--- config.mk ---
export PLATFORM = sky130hd
export DESIGN_NAME = wavetable_voice_reader
export DESIGN_NICKNAME = d
export VERILOG_FILES = /design/src/rtl/wavetable_voice_reader.sv
export SDC_FILE = /design/constraint.sdc
export NUM_CORES = 1
export LEC_CHECK = 0
export CAP_MARGIN = 20
export CORE_MARGIN = 5
export CORE_UTILIZATION = 62
export CTS_CLUSTER_DIAMETER = 60
export CTS_CLUSTER_SIZE = 30
export DETAILED_ROUTE_END_ITERATION = 10
export GPL_TIMING_DRIVEN = 0
export PLACE_DENSITY = 0.81
export SYNTH_ARGS = -nofsm -noshare
export SYNTH_HDL_FRONTEND = slang
export SYNTH_SLANG_ARGS = --single-unit
--- constraint.sdc ---
create_clock -name clk -period 13.5 [get_ports clk]
set_clock_uncertainty 0.2 [all_clocks]
set_input_delay 2.025 -clock clk [delete_from_list [all_inputs] [get_ports clk]]
set_output_delay 2.025 -clock clk [all_outputs]
set_load 0.01 [all_outputs]
--- src/rtl/wavetable_voice_reader.sv ---
// wavetable_voice_reader: time-multiplexed NCO front end for a wavetable ROM.
// Three cycles per voice: read sample A, read sample B, interpolate and advance.
module wavetable_voice_reader #(
    parameter int NUM_VOICES = 4,
    parameter int PHASE_W    = 24,
    parameter int TABLE_BITS = 7,
    parameter int NUM_TABLES = 5,
    parameter int ADDR_W     = 10
) (
    input  logic               clk,
    input  logic               rst,
    input  logic               sample_tick,
    input  logic               cfg_we,
    input  logic [3:0]         cfg_voice,
    input  logic [PHASE_W-1:0] cfg_inc,
    input  logic [2:0]         cfg_wave,
    output logic               rom_re,
    output logic [ADDR_W-1:0]  rom_addr,
    input  logic [7:0]         rom_data,
    output logic               out_valid,
    output logic [3:0]         out_voice,
    output logic [7:0]         out_sample,
    output logic               busy,
    output logic               overrun
);
    localparam logic [2:0] LAST_TABLE = 3'(NUM_TABLES - 1);
    localparam logic [3:0] LAST_VOICE = 4'(NUM_VOICES - 1);

    typedef enum logic [1:0] {IDLE, RD_A, RD_B, CAP_B} state_t;
    state_t r_state, w_next;

    logic [PHASE_W-1:0]    r_phase [NUM_VOICES];
    logic [PHASE_W-1:0]    r_inc   [NUM_VOICES];
    logic [2:0]            r_wave  [NUM_VOICES];
    logic [3:0]            r_v;
    logic [PHASE_W-1:0]    r_cur_phase;
    logic [PHASE_W-1:0]    r_cur_inc;
    logic [2:0]            r_cur_wave;
    logic [7:0]            r_s0;
    logic [ADDR_W-1:0]     r_addr_hold;
    logic                  r_out_valid;
    logic [3:0]            r_out_voice;
    logic [7:0]            r_out_sample;
    logic                  r_overrun;

    logic [PHASE_W-1:0]    w_sel_phase;
    logic [PHASE_W-1:0]    w_sel_inc;
    logic [2:0]            w_sel_wave;
    logic [TABLE_BITS-1:0] w_idx_a;
    logic [TABLE_BITS-1:0] w_idx_b;
    logic [7:0]            w_frac;
    logic [2:0]            w_weff_a;
    logic [2:0]            w_weff_b;
    logic [ADDR_W-1:0]     w_addr_a;
    logic [ADDR_W-1:0]     w_addr_b;
    logic signed [8:0]     w_diff;
    logic signed [17:0]    w_prod;
    logic signed [17:0]    w_shift;
    logic [7:0]            w_interp;

    always_comb begin
        w_sel_phase = r_phase[0];
        w_sel_inc   = r_inc[0];
        w_sel_wave  = r_wave[0];
        for (int i = 0; i < NUM_VOICES; i++) begin
            if (r_v == 4'(i)) begin
                w_sel_phase = r_phase[i];
                w_sel_inc   = r_inc[i];
                w_sel_wave  = r_wave[i];
            end
        end
    end

    // Address A uses the live voice state; B uses the copy latched in RD_A.
    assign w_idx_a  = w_sel_phase[PHASE_W-1 -: TABLE_BITS];
    assign w_idx_b  = r_cur_phase[PHASE_W-1 -: TABLE_BITS] + 1'b1;
    assign w_frac   = r_cur_phase[PHASE_W-TABLE_BITS-1 -: 8];
    assign w_weff_a = (w_sel_wave > LAST_TABLE) ? LAST_TABLE : w_sel_wave;
    assign w_weff_b = (r_cur_wave > LAST_TABLE) ? LAST_TABLE : r_cur_wave;
    assign w_addr_a = (ADDR_W'(w_weff_a) << TABLE_BITS) | ADDR_W'(w_idx_a);
    assign w_addr_b = (ADDR_W'(w_weff_b) << TABLE_BITS) | ADDR_W'(w_idx_b);

    // Result lies between s0 and s1, so the 8-bit wrap of the sum is exact.
    assign w_diff   = $signed({1'b0, rom_data}) - $signed({1'b0, r_s0});
    assign w_prod   = w_diff * $signed({1'b0, w_frac});
    assign w_shift  = w_prod >>> 8;
    assign w_interp = r_s0 + w_shift[7:0];

    always_ff @(posedge clk or posedge rst) begin
        if (rst) r_state <= IDLE;
        else     r_state <= w_next;
    end

    always_comb begin
        w_next = r_state;
        unique case (r_state)
            IDLE:    if (sample_tick) w_next = RD_A;
            RD_A:    w_next = RD_B;
            RD_B:    w_next = CAP_B;
            CAP_B:   w_next = (r_v == LAST_VOICE) ? IDLE : RD_A;
            default: w_next = IDLE;
        endcase
    end

    always_comb begin
        rom_re   = 1'b0;
        rom_addr = r_addr_hold;
        busy     = (r_state != IDLE);
        unique case (r_state)
            RD_A: begin
                rom_re   = 1'b1;
                rom_addr = w_addr_a;
            end
            RD_B: begin
                rom_re   = 1'b1;
                rom_addr = w_addr_b;
            end
            default: ;
        endcase
    end

    always_ff @(posedge clk or posedge rst) begin
        if (rst) begin
            r_v          <= '0;
            r_cur_phase  <= '0;
            r_cur_inc    <= '0;
            r_cur_wave   <= '0;
            r_s0         <= '0;
            r_addr_hold  <= '0;
            r_out_valid  <= 1'b0;
            r_out_voice  <= '0;
            r_out_sample <= '0;
            r_overrun    <= 1'b0;
        end else begin
            r_addr_hold <= rom_addr;
            r_overrun   <= sample_tick && busy;
            r_out_valid <= 1'b0;
            unique case (r_state)
                IDLE: if (sample_tick) r_v <= '0;
                RD_A: begin
                    r_cur_phase <= w_sel_phase;
                    r_cur_inc   <= w_sel_inc;
                    r_cur_wave  <= w_sel_wave;
                end
                RD_B: r_s0 <= rom_data;
                CAP_B: begin
                    r_out_sample <= w_interp;
                    r_out_voice  <= r_v;
                    r_out_valid  <= 1'b1;
                    if (r_v != LAST_VOICE) r_v <= r_v + 4'd1;
                end
                default: ;
            endcase
        end
    end

    always_ff @(posedge clk or posedge rst) begin
        if (rst) begin
            for (int i = 0; i < NUM_VOICES; i++) begin
                r_phase[i] <= '0;
                r_inc[i]   <= '0;
                r_wave[i]  <= '0;
            end
        end else begin
            for (int i = 0; i < NUM_VOICES; i++) begin
                if (cfg_we && cfg_voice == 4'(i)) begin
                    r_inc[i]  <= cfg_inc;
                    r_wave[i] <= cfg_wave;
                end
                if (r_state == CAP_B && r_v == 4'(i))
                    r_phase[i] <= r_cur_phase + r_cur_inc;
            end
        end
    end

    assign out_valid  = r_out_valid;
    assign out_voice  = r_out_voice;
    assign out_sample = r_out_sample;
    assign overrun    = r_overrun;

endmodule

==> results.rst, run 1 <==
.. list-table::
   :header-rows: 1

   * - Metric
     - Value
   * - Cell area after technology mapping
     - 16720 um^2
   * - Final cell count without fillers
     - 2079
   * - Clock tree from TritonCTS
     - done
   * - Clock Latency Late Sink
     - 530 ps
   * - Hold Violations, Final
     - 0
   * - Launching element of the worst setup path
     - rom_data[0]
   * - RSZ-0062 raised after global routing
     - no
   * - Critical path class
     - input port to register
   * - Die outline width
     - 174.2 um
   * - Vias in the first global route
     - 12743
   * - Final routed DRC violation total
     - 0
   * - Antenna-violating nets left
     - 0
   * - Ys flop type
     - dfrtp_1
   * - Worst hold slack across all endpoints
     - 285.1 ps
   * - DRC violation total after the first TritonRoute iteration
     - 720
   * - Total Routed Length
     - 39730 um
   * - Util after Layout
     - 69.75%
   * - Average instance area after synthesis
     - 10.25 um^2
   * - Class of the worst hold path
     - register to register
   * - Overflow after GRT
     - 0
   * - Standard cell core area
     - 26730 um^2
   * - Crit end category
     - register
   * - Slew Limit Headroom
     - 36.67%
   * - Clock slew seen by the registers of the worst setup and hold paths
     - 100 ps
   * - Delay-heaviest family, CP
     - adder cells
   * - Delay of the slowest cell on the worst path
     - 530 ps
   * - Flip-flop and latch count after synthesis
     - 293
   * - Final critical-path required period
     - 9768 ps
   * - Worst Max-Slew Pin Slew
     - 946.5 ps
   * - Most common cell after layout, fill and taps aside
     - dfrtp_1
   * - Maxcap violations
     - 0
   * - Final GP Congestion
     - 0.8976
   * - Result of the run
     - finished, final reports clean
   * - Net count, final
     - 1899
   * - Dpl hpwl
     - 29480 um
   * - Clk Tree Root Cell
     - clkbuf_16
   * - Mean routed wirelength per cell
     - 19.11 um
   * - Number of sinks handled by clock tree synthesis
     - 293
   * - Post-Synthesis Cells
     - 1632
   * - Antenna violations before repair
     - 0
   * - Data required time at the worst endpoint
     - 13710 ps
   * - Hold-fix buffers, CTS
     - 0
   * - H-tree lvl count
     - 1
   * - Count of standard-cell rows
     - 60
   * - Share of post-route cells with drive strength above 1
     - 11.28%
   * - Portion of synthesized cell area occupied by the leading cell type
     - 43.84%
   * - Max clock buf depth
     - 3
   * - Total routing resource utilization after global routing
     - 26.15%
   * - Boundary pin count
     - 69
   * - Clock buffers created by TritonCTS
     - 20
   * - R2r startpoint
     - r_s0[1]$_DFFE_PP0P_
   * - Maximum clock rate
     - 102.4 MHz
   * - Number of post-CTS setup repair buffers
     - 0
   * - First-pass GRT wire length
     - 65470 um
   * - Detailed-route via count
     - 12415
   * - Highest-count cells in the layout ignoring fill and taps
     - 293 x dfrtp_1, 178 x nand2_1, 129 x nor2_1
   * - Max stage delay cell, worst path
     - xnor2_1
   * - Share of the yosys chip area belonging to registers
     - 43.84%
   * - Library cell appearing most often on the critical path
     - fa_1
   * - Fillcell total
     - 1983
   * - Die area
     - 30360 um^2
   * - CP Data Arrival Time
     - 9980 ps
   * - Number of enable flip-flop cells after synthesis
     - 0
   * - Total nets after synthesis
     - 1807
   * - Final setup violation count
     - 0
   * - Largest fanout on the critical path
     - 8
   * - Avg Vias per Cell
     - 5.972
   * - Number of buffers inserted by port buffering
     - 68
   * - Cell type with the largest total area after synthesis
     - dfrtp_1
   * - Hold Crit Start
     - r_phase[80]$_DFFE_PP0P_
   * - Initial Utilization
     - 62.58%
   * - Crit start category
     - input port
   * - Pin count of the biggest net entering global routing
     - 134
   * - Cell Count Post-Placement
     - 2043
   * - Fraction of registers with async set or reset after synthesis
     - 100.0%
   * - Count of pins over their slew limit
     - 0
   * - Setup TNS
     - 0 ps
   * - Final critical-path share of the clock period
     - 72.36%
   * - DRT Pass-1 Iters
     - 5
   * - Largest cells by area after synthesis
     - dfrtp_1 44%, mux2_2 8.3%, fa_1 6.8%
   * - Buffers and inverters on the worst path
     - 5
   * - Signed area change from the synthesized netlist to the final layout
     - 11.45%
   * - Antenna cell count
     - 0
   * - Count of warnings emitted by yosys
     - 0
   * - Number of resized instances in the post-cts repair step
     - 0
   * - Height of the die
     - 174.2 um
   * - Number of distinct standard cells referenced by the synthesized netlist
     - 62
-- synth_stat cells, types with 2 or more instances --
cell / n
nor3_2: 2
fa_1: 57
mux2i_1: 68
nand2b_1: 20
ha_1: 75
o21bai_1: 3
and2_1: 22
inv_1: 111
clkbuf_1: 66
mux2_1: 5
o21ai_0: 75
xor2_1: 19
o21a_1: 4
o21ai_1: 59
xnor2_1: 31
buf_1: 6
a22oi_1: 6
mux2_2: 124
buf_4: 2
or3_1: 3
a21o_1: 13
a211oi_1: 45
a31oi_1: 13
a31oi_4: 2
nand3_1: 11
o211ai_1: 4
nor2b_1: 12
nor3_1: 4
a21oi_2: 2
nand2_1: 178
nor2_1: 129
a21oi_1: 125
buf_2: 8
dfrtp_1: 293
and2b_1: 3
nor3b_1: 2
and3_1: 5
-- layer usage --
layer	vias up	track usage [%]	share of wire [%]
li1	5731	-	-
met1	6281	34.90	43
met2	334	45.48	50
met3	69	3.023	4.4
met4	0	7.456	2.5
met5	-	0	0
-- final cells by class --
class | instances | area, um^2 | share of cell area (%)
multi-input cells | 1145 | 8647 | 46.39
clock inverters | 13 | 202.7 | 1.087
repair buffers | 70 | 735.7 | 3.947
clock buffers | 23 | 543.0 | 2.913
inverters | 112 | 427.9 | 2.296
well taps | 341 | 426.7 | 2.289
flip-flops and latches | 293 | 7332 | 39.33
plain buffers | 82 | 325.3 | 1.745
-- worst register-to-register path: cells and delay by family, from the launching register on --
family,cells,cell delay [ps]
buffers and inverters,4,290
adders and majority gates,7,2810
AOI/OAI and AO/OA,10,2210
xor gates and xnor gates,3,420
DFF,1,430
muxes,2,640
and+or+nand+nor,8,1060
-- metrics by stage --
step	cell area, um^2	setup slack [ps]
after global placement	17830	-105.8
after CTS	18640	3772
after detailed placement	17890	3299
after global routing	18640	3346
final	18640	3732
after floorplan	16720	3184
-- worst paths after layout --
kind | depth (start not counted) | slack, ps | end
max reg2reg | 34 | 5290 | out_sample[7]$_DFFE_PP0P_
max in group asynchronous | 4 | 9880 | r_s0[7]$_DFFE_PP0P_
max | 34 | 3730 | out_sample[7]$_DFFE_PP0P_
min in group asynchronous | 2 | 1720 | r_inc[52]$_DFFE_PP0P_
min | 2 | 290 | r_phase[80]$_DFFE_PP0P_
min reg2reg | 2 | 290 | r_phase[80]$_DFFE_PP0P_
-- logic make-up (layout without fill, tap and decap cells) --
logic type,count (synthesis),count (layout),synth area share [%]
AND/OR/NAND/NOR,400,400,10.48
AO/OA/AOI/OAI,365,365,13.32
flip-flops,293,293,43.84
multiplexers,197,197,12.76
buffers and inverters,194,300,4.459
adder cells (fa/ha/maj),132,132,12.43
XOR/XNOR,51,51,2.716
-- flip-flops by register name, summed over array words and instances (netlist names) --
register     count
r_state          2
out_valid        1
r_v              4
overrun          1
r_phase         96
r_inc           96
r_addr_hold     10
r_wave          12
out_sample       8
r_cur_wave       3
out_voice        4
r_s0             8
r_cur_phase     24
r_cur_inc       24
Power of run 1 is left out: the tool's default activity adds up to more than one toggle a clock period on the data nets, which glitch-free logic cannot reach.
==> run 2, diff against run 1 <==
- CORE_UTILIZATION: 62 -> 56
- PLACE_DENSITY: 0.81 -> 0.77
- clock period: 13.5 -> 8.9 ns (I/O delays scaled with it)
==> run 2 against run 1 <==
Global-route usage decreased by 1.7 points. Critical path type unchanged. Cell count increased by 2.9%. Via count decreased by 0.14%. Critical endpoint unchanged.
==> results.rst, run 2 (synthesis results as in run 1) <==
.. list-table::
   :header-rows: 1

   * - Metric
     - Value
   * - Result of the run
     - finished, final reports clean
   * - Pin count of the biggest net entering global routing
     - 42 (-69%)
   * - Met2 WL
     - 19900 um (-0.26%)
   * - Post-placement setup slack
     - -677.5 ps (-3977 ps)
   * - Max stage delay cell, worst path
     - fa_1
   * - Die outline width
     - 182.8 um (+4.9%)
   * - Final GP Congestion
     - 0.9166 (+2.1%)
   * - Net count, final
     - 1913 (+0.74%)
   * - Total Routed Length
     - 40380 um (+1.6%)
   * - H-tree lvl count
     - 1 (unchanged)
   * - Max clock buf depth
     - 3 (unchanged)
   * - Largest registers ranked by flip-flop count
     - r_inc (96), r_phase (96)
   * - Util after Layout
     - 63.80% (-5.9 points)
   * - Critical R2R Capture
     - out_sample[7]$_DFFE_PP0P_
   * - CP Data Arrival Time
     - 8730 ps (-1250 ps)
   * - Signed area change from the synthesized netlist to the final layout
     - 12.76%
   * - Most common cell after layout, fill and taps aside
     - dfrtp_1
   * - Depth of the most critical reg-to-reg path
     - 35 (+2.9%)
   * - Avg Vias per Cell
     - 5.793 (-3.0%)
   * - Met3 wire len
     - 1848 um (+4.5%)
   * - Boundary pin count
     - 69 (unchanged)
   * - Share of post-route cells with drive strength above 1
     - 12.40% (+1.1 points)
   * - Crit end category
     - register
   * - Worst Max-Slew Pin Slew
     - 889.7 ps (-56.78 ps)
   * - Count of pins over their slew limit
     - 0 (unchanged)
   * - Final setup violation count
     - 0 (unchanged)
   * - Vias in the first global route
     - 13024 (+2.2%)
   * - Detailed-route via count
     - 12397 (-0.14%)
   * - Height of the die
     - 182.8 um (+4.9%)
   * - Highest-count cells in the layout ignoring fill and taps
     - 293 x dfrtp_1, 178 x nand2_1, 129 x nor2_1
   * - Clock buffers created by TritonCTS
     - 19 (-5.0%)
   * - Maximum clock rate
     - 117.1 MHz
   * - Initial Utilization
     - 56.58% (-6.0 points)
   * - Dpl hpwl
     - 30380 um (+3.1%)
   * - R2r startpoint
     - r_s0[1]$_DFFE_PP0P_
   * - Count of standard-cell rows
     - 63 (+5.0%)
   * - Final routed DRC violation total
     - 0 (unchanged)
   * - Number of buffers inserted by port buffering
     - 68 (unchanged)
   * - Hold-fix buffers, CTS
     - 0 (unchanged)
   * - Class of the worst hold path
     - register to register
   * - Multi-input gate area in the final layout
     - 8716 um^2 (+0.80%)
   * - Met1 layer wirelength in the final routing
     - 17260 um (+1.5%)
   * - Launching element of the worst setup path
     - rom_data[2]
   * - Standard cell core area
     - 29560 um^2 (+11%)
   * - Antenna-violating nets left
     - 0 (unchanged)
   * - Die area
     - 33420 um^2 (+10%)
   * - Total routing resource utilization after global routing
     - 24.47% (-1.7 points)
   * - Largest fanout on the critical path
     - 7 (-1)
   * - Data required time at the worst endpoint
     - 9090 ps (-4620 ps)
   * - Delay of the slowest cell on the worst path
     - 510 ps (-20 ps)
   * - Number of sinks handled by clock tree synthesis
     - 293 (unchanged)
   * - Clock Latency Late Sink
     - 520 ps (about the same)
   * - Critical path class
     - input port to register
   * - Overflow after GRT
     - 0 (unchanged)
   * - Clk Tree Root Cell
     - clkbuf_16
   * - Hold Violations, Final
     - 0 (unchanged)
   * - Worst hold slack across all endpoints
     - 288.3 ps (+3.211 ps)
   * - Final critical-path required period
     - 8537 ps
   * - DRT Pass-1 Iters
     - 5 (unchanged)
   * - Maxcap violations
     - 0 (unchanged)
   * - Worst reg-to-reg setup slack
     - 1030 ps (-4260 ps)
   * - Final critical-path share of the clock period
     - 95.93%
   * - Clock tree from TritonCTS
     - done
   * - Last element of the critical path
     - out_sample[7]$_DFFE_PP0P_
   * - Register Area
     - 7332 um^2 (unchanged)
   * - Library cell appearing most often on the critical path
     - fa_1
   * - Highest routing layer actually used
     - met4
   * - Clock slew seen by the registers of the worst setup and hold paths
     - 90 ps (about the same)
   * - Mean routed wirelength per cell
     - 18.87 um (-1.3%)
   * - DRC violation total after the first TritonRoute iteration
     - 811 (+13%)
   * - First-pass GRT wire length
     - 67210 um (+2.7%)
   * - Fillcell total
     - 2314 (+17%)
   * - Final critical-path setup slack
     - 362.6 ps (-3369 ps)
   * - Slew Limit Headroom
     - 40.37% (+3.7 points)
   * - Antenna cell count
     - 0 (unchanged)
   * - Antenna violations before repair
     - 0 (unchanged)
   * - Crit start category
     - input port
## run 2: timing repair
item                       CTS  global route
pin swaps                    2             3
setup endpoints to repair    1             2
gates resized for setup      1            11
setup buffers                2             6
## run 2: stage by stage
stage | setup TNS [ps] | cell area, um^2 | cells
after floorplan | 0 | 16730 | 1632
after global placement | -524.0 | 17900 | 2090
after detailed placement | -876.9 | 18090 | 2099
after CTS | 0 | 18750 | 2134
after global routing | -11.78 | 18860 | 2140
final | 0 | 18860 | 2140
## run 2: critical path: cells and delay by family
kind | cells | cell delay [ps]
and+or+nand+nor | 5 | 620
adders and majority gates | 7 | 2830
muxes | 2 | 640
buffers and inverters | 6 | 820
AOI/OAI and AO/OA | 11 | 2120
xor gates and xnor gates | 3 | 340
## run 2: how the worst min path moves through the flow
| stage | startpoint | endpoint | cells after the start |
|---|---|---|---|
| after global placement | r_phase[83]$_DFFE_PP0P_ | r_phase[83]$_DFFE_PP0P_ | 2 |
| final | r_phase[76]$_DFFE_PP0P_ | r_phase[76]$_DFFE_PP0P_ | 2 |
| after global routing | r_phase[84]$_DFFE_PP0P_ | r_phase[84]$_DFFE_PP0P_ | 2 |
| after floorplan | r_phase[73]$_DFFE_PP0P_ | r_phase[73]$_DFFE_PP0P_ | 2 |
| after detailed placement | r_phase[76]$_DFFE_PP0P_ | r_phase[76]$_DFFE_PP0P_ | 2 |
| after CTS | r_phase[76]$_DFFE_PP0P_ | r_phase[76]$_DFFE_PP0P_ | 2 |
## run 2: layer usage
metal  up-vias  global-route usage [%]
met1      6230                   32.57
met4         0                   8.522
met5         -                       0
met2       324                   42.10
li1       5758                       -
met3        85                   2.717
## run 2: area by class of cell
type / count / area share [%]
Clock buffer: 20 / 2.541
Clock inverter: 13 / 0.8293
Timing Repair Buffer: 85 / 4.976
Inverter: 112 / 2.249
Sequential cell: 293 / 38.88
Buffer: 82 / 1.725
Multi-Input combinational cell: 1145 / 46.22
Tap cell: 390 / 2.587
Power of run 2 is left out for the same reason.
